`config.mk`:
```
export PLATFORM = sky130hd
export DESIGN_NAME = vend_sequencer
export DESIGN_NICKNAME = d
export VERILOG_FILES = /design/src/rtl/vend_pkg.sv /design/src/rtl/vend_ack_timer.sv /design/src/rtl/vend_sequencer.sv
export SDC_FILE = /design/constraint.sdc
export NUM_CORES = 1
export LEC_CHECK = 0
export ABC_CLOCK_PERIOD_IN_PS = 2500
export CAP_MARGIN = 40
export CORE_UTILIZATION = 50
export CTS_CLUSTER_SIZE = 30
export DETAILED_ROUTE_END_ITERATION = 12
export HOLD_SLACK_MARGIN = 0.05
export PLACE_DENSITY = 0.87
export SKIP_LAST_GASP = 1
export SYNTH_ARGS = -nofsm -noshare
export SYNTH_HDL_FRONTEND = slang
export SYNTH_HIERARCHICAL = 1
export SYNTH_SLANG_ARGS = --single-unit
```
`constraint.sdc`:
```
create_clock -name clk -period 2.5 [get_ports clk]
set_input_delay 0.375 -clock clk [delete_from_list [all_inputs] [get_ports clk]]
set_output_delay 0.375 -clock clk [all_outputs]
set_load 0.02 [all_outputs]
```
`src/rtl/vend_pkg.sv`:
```
// Shared constants for the candy vending sequencer: state encodings, coin values, coin-count helper.
package vend_pkg;

  localparam logic [2:0] ACCEPT = 3'd0;
  localparam logic [2:0] VEND   = 3'd1;
  localparam logic [2:0] CHANGE = 3'd2;
  localparam logic [2:0] FAULT  = 3'd3;
  localparam logic [2:0] REFUND = 3'd4;

  localparam int NICKLE_C = 5;
  localparam int DIME_C   = 10;
  localparam int QUATER_C = 25;

  function automatic logic [1:0] coin_count(input logic n, input logic d, input logic q);
    return {1'b0, n} + {1'b0, d} + {1'b0, q};
  endfunction

endpackage

```
`src/rtl/vend_ack_timer.sv`:
```
// Counts cycles a request waits for its ack; expired fires on the cycle the wait reaches ACK_TIMEOUT.
module vend_ack_timer #(
  parameter int ACK_TIMEOUT = 15
) (
  input  logic clk,
  input  logic rst,
  input  logic start,
  input  logic clear,
  output logic expired
);

  localparam int TW = $clog2(ACK_TIMEOUT + 1);

  logic [TW-1:0] timer_reg;

  always_ff @(posedge clk) begin
    if (!rst) begin
      timer_reg <= '0;
    end else if (clear) begin
      timer_reg <= '0;
    end else if (start) begin
      timer_reg <= timer_reg + 1'b1;
    end
  end

  // This edge would complete the ACK_TIMEOUT-th waiting cycle.
  assign expired = start && !clear && (timer_reg == TW'(ACK_TIMEOUT - 1));

endmodule

```
`src/rtl/vend_sequencer.sv`:
```
// Vending FSM: credit accumulation, dispense handshake, nickel change payout, ack timeout fault.
// Optional refund input and REFUND state are enabled with `define VEND_REFUND_EN.
module vend_sequencer
  import vend_pkg::*;
#(
  parameter int PRICE       = 25,
  parameter int CW          = 6,
  parameter int ACK_TIMEOUT = 15
) (
  input  logic          clk,
  input  logic          rst,
  input  logic          nickle,
  input  logic          dime,
  input  logic          quater,
  input  logic          vend_ack,
  input  logic          change_ack,
`ifdef VEND_REFUND_EN
  input  logic          refund,
`endif
  output logic          coin_inhibit,
  output logic          coin_reject,
  output logic          vend_req,
  output logic          change_req,
  output logic [CW-1:0] credit,
  output logic          fault
);

  logic [2:0]    state_reg, state_next;
  logic [CW-1:0] credit_reg, credit_next;
  logic          reject_reg, reject_next;
  logic [CW-1:0] coin_val;
  logic [CW-1:0] sum;
  logic          multi_coin;
  logic          expired;
  logic          timer_start;
  logic          timer_clear;

  always_comb begin
    coin_val = '0;
    case ({nickle, dime, quater})
      3'b100:  coin_val = CW'(NICKLE_C);
      3'b010:  coin_val = CW'(DIME_C);
      3'b001:  coin_val = CW'(QUATER_C);
      default: coin_val = '0;
    endcase
  end

  assign multi_coin = coin_count(nickle, dime, quater) > 2'd1;
  assign sum        = credit_reg + coin_val;

  always_comb begin
    state_next  = state_reg;
    credit_next = credit_reg;
    reject_next = 1'b0;
    case (state_reg)
      ACCEPT: begin
        if (multi_coin) begin
          reject_next = 1'b1;
        end else begin
          credit_next = sum;
        end
        // A coin that reaches the price wins over a simultaneous refund.
        if (!multi_coin && (sum >= CW'(PRICE))) begin
          state_next = VEND;
`ifdef VEND_REFUND_EN
        end else if (refund && (credit_next != '0)) begin
          state_next = REFUND;
`endif
        end
      end
      VEND: begin
        if (vend_ack) begin
          credit_next = credit_reg - CW'(PRICE);
          state_next  = (credit_reg == CW'(PRICE)) ? ACCEPT : CHANGE;
        end else if (expired) begin
          state_next = FAULT;
        end
      end
`ifdef VEND_REFUND_EN
      CHANGE, REFUND: begin
`else
      CHANGE: begin
`endif
        if (change_ack) begin
          credit_next = credit_reg - CW'(NICKLE_C);
          if (credit_reg == CW'(NICKLE_C)) begin
            state_next = ACCEPT;
          end
        end else if (expired) begin
          state_next = FAULT;
        end
      end
      FAULT: begin
        state_next = FAULT;
      end
      default: begin
        state_next  = ACCEPT;
        credit_next = '0;
      end
    endcase
  end

  always_ff @(posedge clk) begin
    if (!rst) begin
      state_reg  <= ACCEPT;
      credit_reg <= '0;
      reject_reg <= 1'b0;
    end else begin
      state_reg  <= state_next;
      credit_reg <= credit_next;
      reject_reg <= reject_next;
    end
  end

  assign vend_req     = (state_reg == VEND);
`ifdef VEND_REFUND_EN
  assign change_req   = (state_reg == CHANGE) || (state_reg == REFUND);
`else
  assign change_req   = (state_reg == CHANGE);
`endif
  assign coin_inhibit = (state_reg != ACCEPT);
  assign fault        = (state_reg == FAULT);
  assign credit       = credit_reg;
  assign coin_reject  = reject_reg;

  // An ack only counts while its own request is raised.
  assign timer_start = vend_req | change_req;
  assign timer_clear = (vend_req & vend_ack) | (change_req & change_ack);

  vend_ack_timer #(
    .ACK_TIMEOUT(ACK_TIMEOUT)
  ) u_timer (
    .clk    (clk),
    .rst    (rst),
    .start  (timer_start),
    .clear  (timer_clear),
    .expired(expired)
  );

endmodule
```
; Yosys cells after proc, flatten, opt, wreduce, memory -nomap -nowiden
; Index checks and enable logic that the tools add are counted.
[classes]
addsub = 6
n_lt_le_gt_ge = 2
eq_ne = 14
muxes = 13
bitwise_logic = 6
n_reduce_logical = 11
[op_table]
columns = op, count
row1 = $pmux W6 S4, 1
row2 = $mux W6, 3
row3 = $mux W3, 5
row4 = $pmux W5 S3, 1
row5 = $pmux W3 S4, 1
row6 = $eq A3 B2 Y1 const B, 3
row7 = $ne A2 B2 Y1 const B, 4
row8 = $add A6 B6 Y6, 1
row9 = $eq A3 B1 Y1 const B, 2
row10 = $eq A6 B3 Y1 const B, 1
row11 = $eq A6 B5 Y1 const B, 1
row12 = $ge A6 B5 Y1 const B, 1
row13 = $sub A6 B3 Y6 const B, 1
row14 = $sub A6 B5 Y6 const B, 1
row15 = $add A4 B1 Y4 const B, 1
row16 = $eq A4 B4 Y1 const B, 1
row17 = $reduce_and A2 Y1, 2
row18 = $reduce_and A4 Y1, 1
row19 = $eq A3 B3 Y1 const B, 1
row20 = $logic_and A1 B1 Y1, 3
row21 = $logic_not A3 Y1, 1
row22 = $ne A3 B2 Y1 const B, 1
row23 = $reduce_bool A3 Y1, 1
row24 = $add A1 B1 Y2, 1
row25 = 9 further kinds, 13
[totals]
ff_bits = 14
inputBits = 7
output_inout_bits = 11
elab_cells = 56

; Longest topological paths before layout
[depth]
depth_word = 9
depth_mapped = 10
mapped_depth_nobuf = 10

; By module
; The synthesis kept the hierarchy.
[by_module_without_submodules]
columns = mod, n_inst, cells_each, area_per_inst_um2, seq_area_each_um2
row1 = vend_sequencer, 1, 154, 1171.1, 200.2
row2 = vend_ack_timer, 1, 22, 209.0, 80.1

; Worst setup path before layout
; Ideal clock, no wire load.
[synth_timing]
path_kind = input to register
start = input port nickle
end = register credit_reg[5] (netlist: credit[5])
setup_time_ns = 0.134
arrival_time_ns = 2.271
t_required_ns = 2.366
path_slack_ns = 0.094
cell_stages = 9
path_buffers = 0
path_cell_list = or3b_2 > inv_1 > or2_2 > ha_1 > a21o_1 > a21oi_1 > nand2_1 > nor3b_1 > or4_1
[synth_via]
elab_chain_len = 5
word_cells_on_any_way = 12
cone_classes = add/sub: 3 / order compare: 1 / eq/ne: 4 / mux: 3 / reduce/logical: 1
[synth_lines]
columns = item, line
row1 = "start, declared", vend_sequencer.sv:12  ; input logic nickle,
row2 = "$eq A3 B1 Y1, or another cell as far along", vend_sequencer.sv:40  ; case ({nickle, dime, quater})
row3 = $pmux W5 S3 or $add A2 B1 Y2 (tied branches), "vend_sequencer.sv:40, vend_pkg.sv:15"
row4 = $add A6 B6 Y6 or $gt A2 B1 Y1 (tied branches), "vend_sequencer.sv:49, vend_sequencer.sv:48"
row5 = $mux W6 or $ne A2 B2 Y1 (tied branches), n/a
row6 = $pmux W6 S4 or $reduce_and A4 Y1 (tied branches), n/a
row7 = "end signal, assigned", vend_sequencer.sv:110  ; credit_reg <= credit_next;
row8 = "end, declared", vend_sequencer.sv:29  ; logic [CW-1:0] credit_reg, credit_next;
; Several ways; a longest one is shown, not always the timed one. The select of a mux whose other input is x is not followed.
; A chain may end at the register's enable or synchronous reset.

; Worst setup path after layout
; Same ends and word-level chain as after synthesis.

==> summary.txt <==
Status
  • Run status: finished, final reports clean

Synth
  • Main synth FF type: dfxtp_1
  • Mapped Area: 1380 um^2
  • Yosys top cell by area: dfxtp_1
  • Mapped Avg Cell Area: 7.841 um^2
  • Synth Warn #: 6
  • Register area share after synthesis: 20.31%
  • Synth Register Bits: 14
  • Synth top area cells: dfxtp_1, ha_1, a21oi_1
  • Post-synth EDFFs: 0
  • Synth unique cells: 56
  • Asr flop ratio synth: 0%
  • Post-synth top area share: 20.31%
  • Syn Inst Count: 176
  • Synth Net Count: 194

Setup path
  • Reg-to-reg startpoint: credit[0]
  • Setup crit start kind: input pin
  • Worst Path Required: 2.67 ns
  • CP max FO: 4
  • Crit end category: flip-flop
  • Crit path launch: nickle
  • Critical path type: in -> reg
  • CP arrival: 2.60 ns

GRT
  • Largest net degree at the start of global routing: 18
  • Initial antenna violation count: 0
  • Vias in the first global route: 1,391
  • First-pass GRT wire length: 6499 um
  • Met2 usage: 51.63%
  • Global routing usage on met1: 38.50%
  • Total track usage: 30.68%
  • Top Usage Layer GRT: met2
  • GR Util met3: 6.944%
  • Overflow after GRT: 0

Final layout
  • Ant. Diodes: 0
  • Post-route design area: 1743 um^2
  • Commonest non-fill, non-tap cell in the layout: buf_4
  • Max FFs per register: 6
  • Net count, final: 228
  • Syn-to-layout area delta: 26.29%
  • Share of cells above drive strength 1: 18.66%
  • Commonest cells after routing, fill and taps aside: buf_4, nor2_1, dfxtp_1, clkdlybuf4s50_1

Timing
  • Tmin final: 2.427 ns
  • Setup_tns: 0 ns
  • Period utilization: 97.07%
  • Slew HR: 60.21%
  • Fin. max-slew vios: 0
  • Worst-Margin Slew: 0.5818 ns
  • Final setup fails: 0
  • Final hold vios: 0
  • Final Skew: 0.009431 ns
  • Final hold slack: 0.5087 ns
  • Highest clock rate: 412.1 MHz

Detailed routing
  • Vias/cell: 6.569
  • DR WL/cell: 17.96 um
  • Total number of vias: 1,570
  • # DRC: 0
  • WL final: 4292 um
  • Pre-antenna DRT Iters: 5
  • Initial DRC count: 104
  • Post-route ant nets: 0

CTS
  • CTS tree: yes
  • CTS clk-pin slew, worst paths: 0.10 ns
  • Clock Sinks: 14
  • Max Root-Sink Buffers: 2
  • CTS buffer count: 3
  • Worst-skew pair later-pin latency: 0.29 ns
  • CTS H-tree depth: 1
  • Clock Tree Root: clkbuf_4

Hold path
  • Worst hold path class: reg -> reg
  • Worst hold start: u_timer/timer_reg[3]

Power and ir drop
  • Worst vdd ir: 0.3786 mV
  • Power, Total: 0.0007280 W
  • Leakage Power: 0.7317 nW
  • Power per Cell Area: 417.7 nW/um^2

Floorplan
  • Io pins: 18
  • Initial Utilization: 54.23%
  • Row count: 18
  • Die X-Extent: 54.54 um
  • Core Area: 2545 um^2
  • DIE HEIGHT: 54.54 um
  • Die Area: 2974 um^2

Place
  • Port bufs: 17
  • Placer Congestion: 0.9539
  • Area after DPL: 1684 um^2
  • DP HPWL: 3059 um

Run
  • Max_cap viols: 0
[kinds of logic after synthesis]
kind of cell,synth area share [%]
and+or+nand+nor,26.66
muxes,3.717
DFF,20.31
buffers and inverters,7.979
xor gates and xnor gates,3.808
AOI/OAI and AO/OA,26.75
adders and majority gates,10.52
other,0.2717
[report_power, final]
group          leakage, nW  switching, W  internal (W)
Combinational        0.596      0.000158      0.000129
Clock               0.0210     0.0000855     0.0000888
Sequential           0.114     0.0000292      0.000237
Total                0.732      0.000273      0.000455
[critical path: stages]
cell and delay [ns]:
clkdlybuf4s15_1 0.25, or3b_4 0.44, inv_1 0.08, or2_2 0.11, ha_1 0.23, a21o_1 0.16, a21oi_1 0.16, nand2_1 0.10
nor3b_1 0.16, or4_1 0.53
[final cells by class]
type / instances / area, um^2
Inverter: 13 / 48.80
Tap cell: 30 / 37.54
Clock buffer: 4 / 36.28
Timing Repair Buffer: 39 / 325.3
Fill cell: 202 / 802.0
Multi-Input combinational cell: 139 / 1015
Sequential cell: 14 / 280.3
[metrics by stage]
| stage | setup WS [ns] | util [%] | instances |
|---|---|---|---|
| 2_1_floorplan | 0.09425 | - | 176 |
| 4_1_cts | 0.02285 | 68.14 | 238 |
| 6_report | 0.07322 | 68.49 | 239 |
| 3_3_place_gp | -0.3662 | 66.18 | 234 |
| 5_1_grt | -0.01919 | 68.49 | 239 |
| 3_5_place_dp | -0.5192 | 66.18 | 234 |
[routing by layer]
layer  wire (um)  up-vias
li1            -      718
met1        1725      719
met2        2033      114
met3         421       19
met4         112        0
met5           0        -
[final timing paths]
check | endpoint | slack, ns | cells past startpoint
setup / recovery | credit[5] | 0.07 | 10
hold / removal | u_timer/timer_reg[3] | 0.51 | 2
setup reg to reg | state_reg[0] | 0.28 | 9
hold reg to reg | u_timer/timer_reg[3] | 0.51 | 2
[cell usage after synthesis (2+ instances only)]
| master | n |
|---|---|
| a21o_1 | 3 |
| xor2_1 | 3 |
| ha_1 | 10 |
| or3b_2 | 2 |
| clkbuf_1 | 2 |
| o41ai_1 | 2 |
| o211ai_1 | 2 |
| nand4_1 | 3 |
| nor3_1 | 3 |
| buf_4 | 3 |
| a221oi_1 | 4 |
| mux2i_1 | 4 |
| nor3b_1 | 4 |
| a32oi_1 | 2 |
| nor4_1 | 2 |
| a31oi_1 | 2 |
| a21oi_1 | 13 |
| nand2_1 | 7 |
| xnor2_1 | 3 |
| nand2b_1 | 6 |
| or2_2 | 2 |
| inv_1 | 13 |
| nand3_1 | 3 |
| o21ai_0 | 8 |
| dfxtp_1 | 14 |
| buf_2 | 4 |
| a211oi_1 | 4 |
| nor2b_1 | 3 |
| nor2_1 | 15 |
| nand3b_1 | 4 |
[what timing repair did]
| item | CTS | global route |
|---|---|---|
| pin swaps | 0 | 1 |
| buffers inserted | 0 | 1 |
| endpoints found under the setup margin | 6 | 2 |
| hold buffers | 0 | 0 |
| gates resized for setup | 7 | 6 |
Power figures use the tool's default switching activity.
